File: src/rtl/sram_pkg.sv
// Shared types and defaults for the external asynchronous SRAM arbiter.
package sram_pkg;

    localparam int unsigned SRAM_ADDR_WIDTH = 18;
    localparam int unsigned SRAM_DATA_WIDTH = 16;

    typedef enum logic [1:0] {
        IDLE   = 2'd0,
        SETUP  = 2'd1,
        ACCESS = 2'd2,
        HOLD   = 2'd3
    } sram_state_e;

    typedef enum logic {
        PORT_A = 1'b0,
        PORT_B = 1'b1
    } grant_id_e;

endpackage

File: src/rtl/sram_rr_arb.sv
// Two-way round-robin arbiter; on a tie the port not granted last wins.
module sram_rr_arb
    import sram_pkg::*;
(
    input  logic      CLK,
    input  logic      reset_in,
    input  logic      req_a,
    input  logic      req_b,
    input  logic      advance,
    output logic      grant_valid,
    output grant_id_e grant_id
);

    grant_id_e last_grant;

    // Pick a winner from the current requests and the previous grant.
    always_comb begin
        grant_valid = req_a | req_b;
        grant_id    = PORT_A;
        if (req_a && req_b) begin
            grant_id = (last_grant == PORT_A) ? PORT_B : PORT_A;
        end else if (req_b) begin
            grant_id = PORT_B;
        end
    end

    // Remember who was served; B after reset so A wins the first tie.
    always_ff @(posedge CLK) begin
        if (reset_in) begin
            last_grant <= PORT_B;
        end else if (advance && grant_valid) begin
            last_grant <= grant_id;
        end
    end

endmodule

File: src/rtl/sram_arbiter.sv
// Two-port arbiter and cycle sequencer for the external 16-bit async SRAM.
module sram_arbiter
    import sram_pkg::*;
#(
    parameter int unsigned ADDR_WIDTH  = SRAM_ADDR_WIDTH,
    parameter int unsigned DATA_WIDTH  = SRAM_DATA_WIDTH,
    parameter int unsigned WAIT_CYCLES = 2
) (
    input  logic                  io_mainClk,
    input  logic                  io_reset,
    input  logic                  io_a_req,
    input  logic                  io_b_req,
    input  logic                  io_a_we,
    input  logic                  io_b_we,
    input  logic [ADDR_WIDTH-1:0] io_a_addr,
    input  logic [ADDR_WIDTH-1:0] io_b_addr,
    input  logic [DATA_WIDTH-1:0] io_a_wdata,
    input  logic [DATA_WIDTH-1:0] io_b_wdata,
    input  logic [1:0]            io_a_mask,
    input  logic [1:0]            io_b_mask,
    output logic                  io_a_ack,
    output logic                  io_b_ack,
    output logic [DATA_WIDTH-1:0] io_a_rdata,
    output logic [DATA_WIDTH-1:0] io_b_rdata,
    output logic [ADDR_WIDTH-1:0] io_sram_addr,
    input  logic [DATA_WIDTH-1:0] io_sram_dat_read,
    output logic [DATA_WIDTH-1:0] io_sram_dat_write,
    output logic                  io_sram_dat_writeEnable,
    output logic                  io_sram_cs,
    output logic                  io_sram_oe,
    output logic                  io_sram_we,
    output logic                  io_sram_lb,
    output logic                  io_sram_ub
);

    localparam logic [3:0] WAIT_LOAD = 4'(WAIT_CYCLES - 1);

    sram_state_e           state, state_next;
    logic [3:0]            wait_cnt, wait_cnt_next;
    logic                  lat_we;
    logic [ADDR_WIDTH-1:0] lat_addr;
    logic [DATA_WIDTH-1:0] lat_wdata;
    logic [1:0]            lat_mask;
    grant_id_e             lat_gid;
    logic [DATA_WIDTH-1:0] a_rdata, b_rdata;

    logic      grant_valid;
    grant_id_e grant_id;
    logic      grant_take;
    logic      capture;

    assign grant_take = (state == IDLE) && grant_valid;
    assign capture    = (state == ACCESS) && (wait_cnt == 4'd0) && !lat_we;

    sram_rr_arb u_arb (
        .CLK         (io_mainClk),
        .reset_in    (io_reset),
        .req_a       (io_a_req),
        .req_b       (io_b_req),
        .advance     (grant_take),
        .grant_valid (grant_valid),
        .grant_id    (grant_id)
    );

    assign io_sram_addr      = lat_addr;
    assign io_sram_dat_write = lat_wdata;
    assign io_a_rdata        = a_rdata;
    assign io_b_rdata        = b_rdata;

    // State, wait counter, request latches and read-data capture.
    always_ff @(posedge io_mainClk) begin
        if (io_reset) begin
            state     <= IDLE;
            wait_cnt  <= '0;
            lat_we    <= 1'b0;
            lat_addr  <= '0;
            lat_wdata <= '0;
            lat_mask  <= '0;
            lat_gid   <= PORT_A;
            a_rdata   <= '0;
            b_rdata   <= '0;
        end else begin
            state    <= state_next;
            wait_cnt <= wait_cnt_next;
            if (grant_take) begin
                lat_gid <= grant_id;
                if (grant_id == PORT_A) begin
                    lat_we    <= io_a_we;
                    lat_addr  <= io_a_addr;
                    lat_wdata <= io_a_wdata;
                    lat_mask  <= io_a_mask;
                end else begin
                    lat_we    <= io_b_we;
                    lat_addr  <= io_b_addr;
                    lat_wdata <= io_b_wdata;
                    lat_mask  <= io_b_mask;
                end
            end
            if (capture) begin
                if (lat_gid == PORT_A) begin
                    a_rdata <= io_sram_dat_read;
                end else begin
                    b_rdata <= io_sram_dat_read;
                end
            end
        end
    end

    // Next-state sequencing and active-low strobe decode.
    always_comb begin
        state_next              = state;
        wait_cnt_next           = wait_cnt;
        io_sram_cs              = 1'b1;
        io_sram_oe              = 1'b1;
        io_sram_we              = 1'b1;
        io_sram_lb              = 1'b1;
        io_sram_ub              = 1'b1;
        io_sram_dat_writeEnable = 1'b0;
        io_a_ack                = 1'b0;
        io_b_ack                = 1'b0;

        // Byte lanes stay selected for the whole chip-select window.
        if (state != IDLE) begin
            io_sram_cs = 1'b0;
            if (lat_we) begin
                io_sram_lb = ~lat_mask[0];
                io_sram_ub = ~lat_mask[1];
            end else begin
                io_sram_lb = 1'b0;
                io_sram_ub = 1'b0;
            end
        end

        case (state)
            IDLE: begin
                if (grant_valid) begin
                    state_next = SETUP;
                end
            end
            SETUP: begin
                io_sram_dat_writeEnable = lat_we;
                io_sram_oe              = lat_we;
                wait_cnt_next           = WAIT_LOAD;
                state_next              = ACCESS;
            end
            ACCESS: begin
                io_sram_dat_writeEnable = lat_we;
                io_sram_oe              = lat_we;
                io_sram_we              = ~lat_we;
                if (wait_cnt == 4'd0) begin
                    state_next = HOLD;
                end else begin
                    wait_cnt_next = wait_cnt - 4'd1;
                end
            end
            HOLD: begin
                io_sram_dat_writeEnable = lat_we;
                io_a_ack                = (lat_gid == PORT_A);
                io_b_ack                = (lat_gid == PORT_B);
                state_next              = IDLE;
            end
        endcase
    end

endmodule
File: config.mk
export PLATFORM = sky130hd
export DESIGN_NAME = sram_arbiter
export DESIGN_NICKNAME = d
export VERILOG_FILES = /design/src/rtl/sram_pkg.sv /design/src/rtl/sram_rr_arb.sv /design/src/rtl/sram_arbiter.sv
export SDC_FILE = /design/constraint.sdc
export NUM_CORES = 1
export LEC_CHECK = 0
export BUFFER_PORTS_ARGS = -buffer_cell sky130_fd_sc_hd__buf_2
export CORE_UTILIZATION = 35
export CTS_BUF_LIST = sky130_fd_sc_hd__clkbuf_2
export CTS_CLUSTER_DIAMETER = 200
export DETAILED_ROUTE_END_ITERATION = 6
export PLACE_DENSITY_LB_ADDON = 0.05
export RECOVER_POWER = 100
export SLEW_MARGIN = 10
export SYNTH_ARGS = -nofsm -noshare
export SYNTH_HDL_FRONTEND = slang
export SYNTH_HIERARCHICAL = 1
export SYNTH_SLANG_ARGS = --single-unit
export TNS_END_PERCENT = 1
File: constraint.sdc
create_clock -name io_mainClk -period 1.48 [get_ports io_mainClk]
set_input_delay 0.296 -clock io_mainClk [delete_from_list [all_inputs] [get_ports io_mainClk]]
set_output_delay 0.296 -clock io_mainClk [all_outputs]
set_load 0.05 [all_outputs]
== Word level (Yosys, flattened, before mapping) ==
Index checks and enable logic that the tools add are counted.

* Register bits: 77
* Input port bits: 94
* Output and inout port bits: 74
* Logic and storage cells: 60

* Add/subtract/negate cells: 1
* Equal/unequal tests: 6
* Multiplexer cells: 22
* Bitwise logic cells: 5
* Reductions and logical operators: 16

{| class="wikitable"
|+ Operators with widths
! cell !! count
|-
| 18-bit 2-to-1 mux || 1
|-
| 16-bit 2-to-1 mux || 1
|-
| 1-bit 2-to-1 mux || 14
|-
| 2-bit one-hot mux with 4 select lines || 1
|-
| 4-bit one-hot mux with 2 select lines || 1
|-
| 2-bit AND reduction || 4
|-
| 2-bit 2-to-1 mux || 3
|-
| 1-bit logical AND || 5
|-
| 2-bit equality test, second input constant || 2
|-
| 4-bit logical NOT || 1
|-
| 4-bit 2-to-1 mux || 1
|-
| 2-bit != test, second input constant || 2
|-
| 1-bit NOT || 4
|-
| 2-bit nonzero test || 2
|-
| 4-bit by 1-bit subtractor with 4-bit output, second input constant || 1
|-
| 3-bit OR reduction || 1
|-
| 2-bit by 1-bit equality test with 1-bit output, second input constant || 1
|-
| 2-bit logical NOT || 1
|-
| 2-bit by 1-bit != test with 1-bit output, second input constant || 1
|-
| 2-bit OR reduction || 1
|-
| 1-bit logical NOT || 1
|-
| 1-bit OR || 1
|}

== Logic depth before layout (Yosys ltp) ==
* Depth in word-level cells: 4
* Depth in mapped cells: 8
* Mapped depth without buffers: 5

== Hierarchy ==
Netlist, hierarchy kept.

{| class="wikitable"
|+ By module, submodules not included
! module !! instances !! cells each !! area each (um2) !! seq. area each (um2)
|-
| sram_arbiter || 1 || 344 || 3270.6 || 1521.5
|-
| sram_rr_arb || 1 || 6 || 56.3 || 20.0
|}

== Worst setup path after synthesis ==
No wires, ideal clock.

* Kind: flip-flop to flip-flop
* Start point: register state[0]
* End point: register u_arb.last_grant
* Library setup time: 0.120 ns
* Arrival: 1.854 ns
* Data required time: 1.360 ns
* Slack: -0.494 ns
* Stages on the path, launching flop included: 9
* Buffers on the path: 3
* Period minus slack after synthesis: 1.974 ns
* Path through: dfxtp_1 -> inv_1 -> ha_1 -> and2_1 -> clkbuf_1 -> buf_2 -> buf_2 -> and3_1 -> o21bai_2

* Longest elaborated chain between the ends: 3

{| class="wikitable"
|+ Ends and longest elaborated chain
! what !! line !! source
|-
| from (decl) || sram_arbiter.sv:38 || <nowiki>sram_state_e state, state_next;</nowiki>
|-
| from (signal assigned) || sram_arbiter.sv:83 || <nowiki>state <= state_next;</nowiki>
|-
| 2-bit logical NOT || sram_arbiter.sv:52 || <nowiki>assign grant_take = (state == IDLE) && grant_valid;</nowiki>
|-
| 1-bit logical AND || sram_arbiter.sv:52 ||
|-
| via grant_take || sram_arbiter.sv:49 || <nowiki>logic grant_take;</nowiki>
|-
| 1-bit logical AND || sram_rr_arb.sv:31 || <nowiki>end else if (advance && grant_valid) begin</nowiki>
|-
| to (signal assigned) || sram_rr_arb.sv:32 || <nowiki>last_grant <= grant_id;</nowiki>
|-
| to (decl) || sram_rr_arb.sv:14 || <nowiki>grant_id_e last_grant;</nowiki>
|}

The timed path passes the listed nets, and every way through them passes these cells.
A chain may end at the register's enable or synchronous reset.

== Worst setup path in the final report ==
* Start point: register state[1]
* End point: output io_b_ack

* Longest elaborated chain between the ends: 2

{| class="wikitable"
|+ Ends and longest elaborated chain
! what !! line !! source
|-
| 2-bit equality test || sram_arbiter.sv:134 || <nowiki>case (state)</nowiki>
|-
| 1-bit 2-to-1 mux || sram_arbiter.sv:134 ||
|-
| to (decl) || sram_arbiter.sv:22 || <nowiki>output logic io_b_ack,</nowiki>
|}

No other way between the ends.

==> Flow_metrics.wiki <==
{| class="wikitable"
! Metric !! Value
|-
| Number of nets in the synthesized netlist || 450
|-
| Count of buffering cells on the critical path with inverters included || 3
|-
| Worst supply voltage drop on vdd || 1.18 mV
|-
| Worst clock skew on the final layout || between 0.03 and 0.04 ns
|-
| Number of iterations in the first detailed-routing pass || 4
|-
| Ant. Diodes || 0
|-
| Std-Cell Rows || 35
|-
| Routed via count divided by cell count || 4.57
|-
| Worst min-delay path category || in2reg
|-
| Post-Syn Instances || 350
|-
| Routed wire per std cell || 12.3 microns
|-
| Hold Slack || a little over 0.06 ns
|-
| Leakage Power || ~2.4 nW
|-
| Peak Freq || 545 MHz
|-
| Pre-CTS setup slack || -0.0799 ns
|-
| Die Outline Area || 9900 sq um
|-
| Insertion delay to the later sink of the worst-skew pair || just over 0.5 ns
|-
| Gpl congestion || 0.722
|-
| Post-synth EDFFs || 0
|-
| Number of hold-slack violations in the final timing report || 0
|-
| Final Max Slew Viols || 0
|-
| Status || finished, violations left
|-
| Post-synthesis cell area || 3330 sq um
|-
| Layout Area Growth over Synthesis || 54.6%
|-
| Biggest area contributors in the synthesized netlist || sky130_fd_sc_hd__dfxtp_1, sky130_fd_sc_hd__mux2i_1, sky130_fd_sc_hd__a211oi_1
|-
| Fraction of layout instances using a drive strength above 1 || 0.465
|-
| Post-synth ARST share || 0
|-
| RSZ-0062 raised after global routing || true
|-
| Minimum period implied by the final worst setup slack || between 1.5 and 2 ns
|-
| Synth unique cells || 34
|-
| Max cap viols || 0
|-
| Share of Yosys cell area claimed by the top area cell type || 0.463
|-
| DRC Markers || 0
|-
| Max stage delay cell, worst path || sky130_fd_sc_hd__dfxtp_2
|-
| Worst Tran Pin Value || a little under 0.3 ns
|-
| Number of setup violations in the final report || 13
|-
| Count leader, synth || sky130_fd_sc_hd__dfxtp_1
|-
| Total of warnings raised by yosys || 6
|-
| Clock edge transition at the registers on the reported setup and hold paths || 0.22 ns
|-
| Layout net count || 643
|-
| Most common cell on crit path || sky130_fd_sc_hd__buf_6
|-
| Boundary pin count || 168
|-
| Count of antenna-violating nets left after detailed routing || 0
|-
| Clock tree root buffer cell || sky130_fd_sc_hd__clkbuf_2
|-
| Initial antenna violation count || 0
|-
| CTS tree || built
|-
| Period utilisation layout || 1.24
|-
| Effective utilization at floorplan || 0.360
|-
| Max incr delay on CP || around 0.38 ns
|-
| Number of design-rule violations left by the first detailed-router iteration || 34
|-
| Number of levels the H-tree was split into || 3
|-
| Data required time of the critical path || 1.18 ns
|-
| Max_slew headroom || 0.805
|-
| Width of the die || 99.5 microns
|-
| Number of global-route vias before repair || approximately 2900
|-
| Most area-hungry cell type in the Yosys netlist || sky130_fd_sc_hd__dfxtp_1
|-
| Final setup margin || -0.355 ns
|-
| Ranking of synthesized cells by instance count || sky130_fd_sc_hd__dfxtp_1, sky130_fd_sc_hd__mux2i_1, sky130_fd_sc_hd__nand2_1
|-
| Per-instance average area after synthesis || 9.51 sq um
|-
| Power Density || 1780 nW/um^2
|-
| Largest net degree at the start of global routing || 53
|-
| Critical Path Start Type || flop
|-
| Overflow left after global routing || 0
|-
| Cts bufs inserted || 9
|-
| Crit path max-delay family || flip-flops
|-
| Share of synthesized area occupied by flip-flops and latches || 0.463
|-
| Vertical die dimension || 99.5 microns
|-
| Violations in the final reports || setup timing
|-
| Worst Setup End Kind || primary output
|-
| Wire length of the first global-routing pass || 13300 microns
|-
| Total via count in the routed design || 3094
|-
| Total of flip-flops plus latches after synthesis || 77
|-
| Total core area || 9240 sq um
|-
| Total routing usage reported by global routing || 0.171
|-
| Max Fanout on Critical Path || 2
|-
| Final Routed Wirelength || 8330 microns
|-
| Synth Flop Type || sky130_fd_sc_hd__dfxtp_1
|-
| Data arrival time at the worst-slack endpoint || 1.54 ns
|-
| Kind of critical path || reg2out
|-
| Cells along the critical path || buf_6 -> buf_6 -> ha_4 -> and2_4 -> buf_8
|-
| Sum of net half-perimeters after detailed placement || 5960 microns
|-
| Number of clock sinks || 77
|-
| Number of port buffers || around 170
|-
| Largest buffer count on any clock path || 2
|}
final timing paths:
check | startpoint | endpoint | slack [ns] | cells after the start
max | state[1] | io_b_ack | -0.35 | 5
min | io_sram_dat_read[13] | io_b_rdata[13] | 0.06 | 3
max reg2reg | state[0] | wait_cnt[3] | -0.10 | 5
min reg2reg | io_a_rdata[11] | io_a_rdata[11] | 0.47 | 2
layout make-up:
cell class / count / area, sq um
repair buffers: 207 / 1540
inverters: 8 / 32.5
well taps: 129 / 161
clock inverters: 6 / 62.6
clock buffers: 10 / 50.0
multi-input cells: 240 / 1720
fillers: 880 / 4100
flip-flops and latches: 77 / 1580
routing by layer:
metal  GRT usage  vias up  wire length [microns]
met3      0.0513       10                    640
met4      0.0713        0                    118
met1       0.205     1368                   3680
met5           0        -                      0
met2       0.285      110                   3880
li1            -     1606                      -
timing repair:
| item | CTS | global route |
|---|---|---|
| endpoints found under the setup margin | 120 | 127 |
| endpoints found under the hold margin | 21 | 0 |
| resized for setup | 84 | 72 |
| buffers inserted | 0 | 1 |
| pin swaps | 2 | 2 |
| hold buffers | 12 | 0 |
cells by family after synthesis:
logic type	Yosys count	synth area share
muxes	71	0.214
and+or+nand+nor	112	0.147
buffers and inverters	33	0.0414
DFF	77	0.463
AOI/OAI and AO/OA	51	0.112
adders and majority gates	6	0.0226
sequential cells by signal (all words and copies together), names as in the netlist:
signal,count
io_b_rdata,16
io_a_rdata,16
io_sram_dat_write,16
lat_gid,1
lat_we,1
wait_cnt,4
lat_mask,2
state,2
u_arb/last_grant,1
io_sram_addr,18
stage by stage:
stage          cell area [sq um]  std cells  TNS, ns   util  total power [mW]
2_1_floorplan               3350        350    -5.63      -              6.18
3_3_place_gp                4530        648  -0.0811  0.491              7.37
3_5_place_dp                4530        648   -0.756  0.491              7.42
4_1_cts                     5000        676    -4.32  0.541              9.05
5_1_grt                     5140        677    -7.52  0.557              9.69
6_report                    5140        677    -2.79  0.557              9.14
tightest hold or removal path, stage by stage:
cell,delay (ns)
sky130_fd_sc_hd__buf_2,0.10
sky130_fd_sc_hd__nand2_1,0.07
sky130_fd_sc_hd__mux2i_1,0.06
placed cells by master (no fill, tap or decap), types with 7 or more instances in the layout:
cell type / instances
sky130_fd_sc_hd__a211oi_1: 37
sky130_fd_sc_hd__buf_12: 7
sky130_fd_sc_hd__buf_2: 93
sky130_fd_sc_hd__buf_4: 63
sky130_fd_sc_hd__buf_6: 23
sky130_fd_sc_hd__clkbuf_2: 10
sky130_fd_sc_hd__clkbuf_4: 7
sky130_fd_sc_hd__dfxtp_1: 50
sky130_fd_sc_hd__dfxtp_2: 27
sky130_fd_sc_hd__dlygate4sd3_1: 12
sky130_fd_sc_hd__mux2i_1: 71
sky130_fd_sc_hd__nand2_1: 53
sky130_fd_sc_hd__nor2_1: 39
power by group:
group          switching (mW)  total (mW)  internal, mW
logic                    3.17        5.05          1.88
clock network           0.761        1.16         0.394
registers               0.315        2.94          2.62
Note: power is estimated with default switching activity, not from simulation.
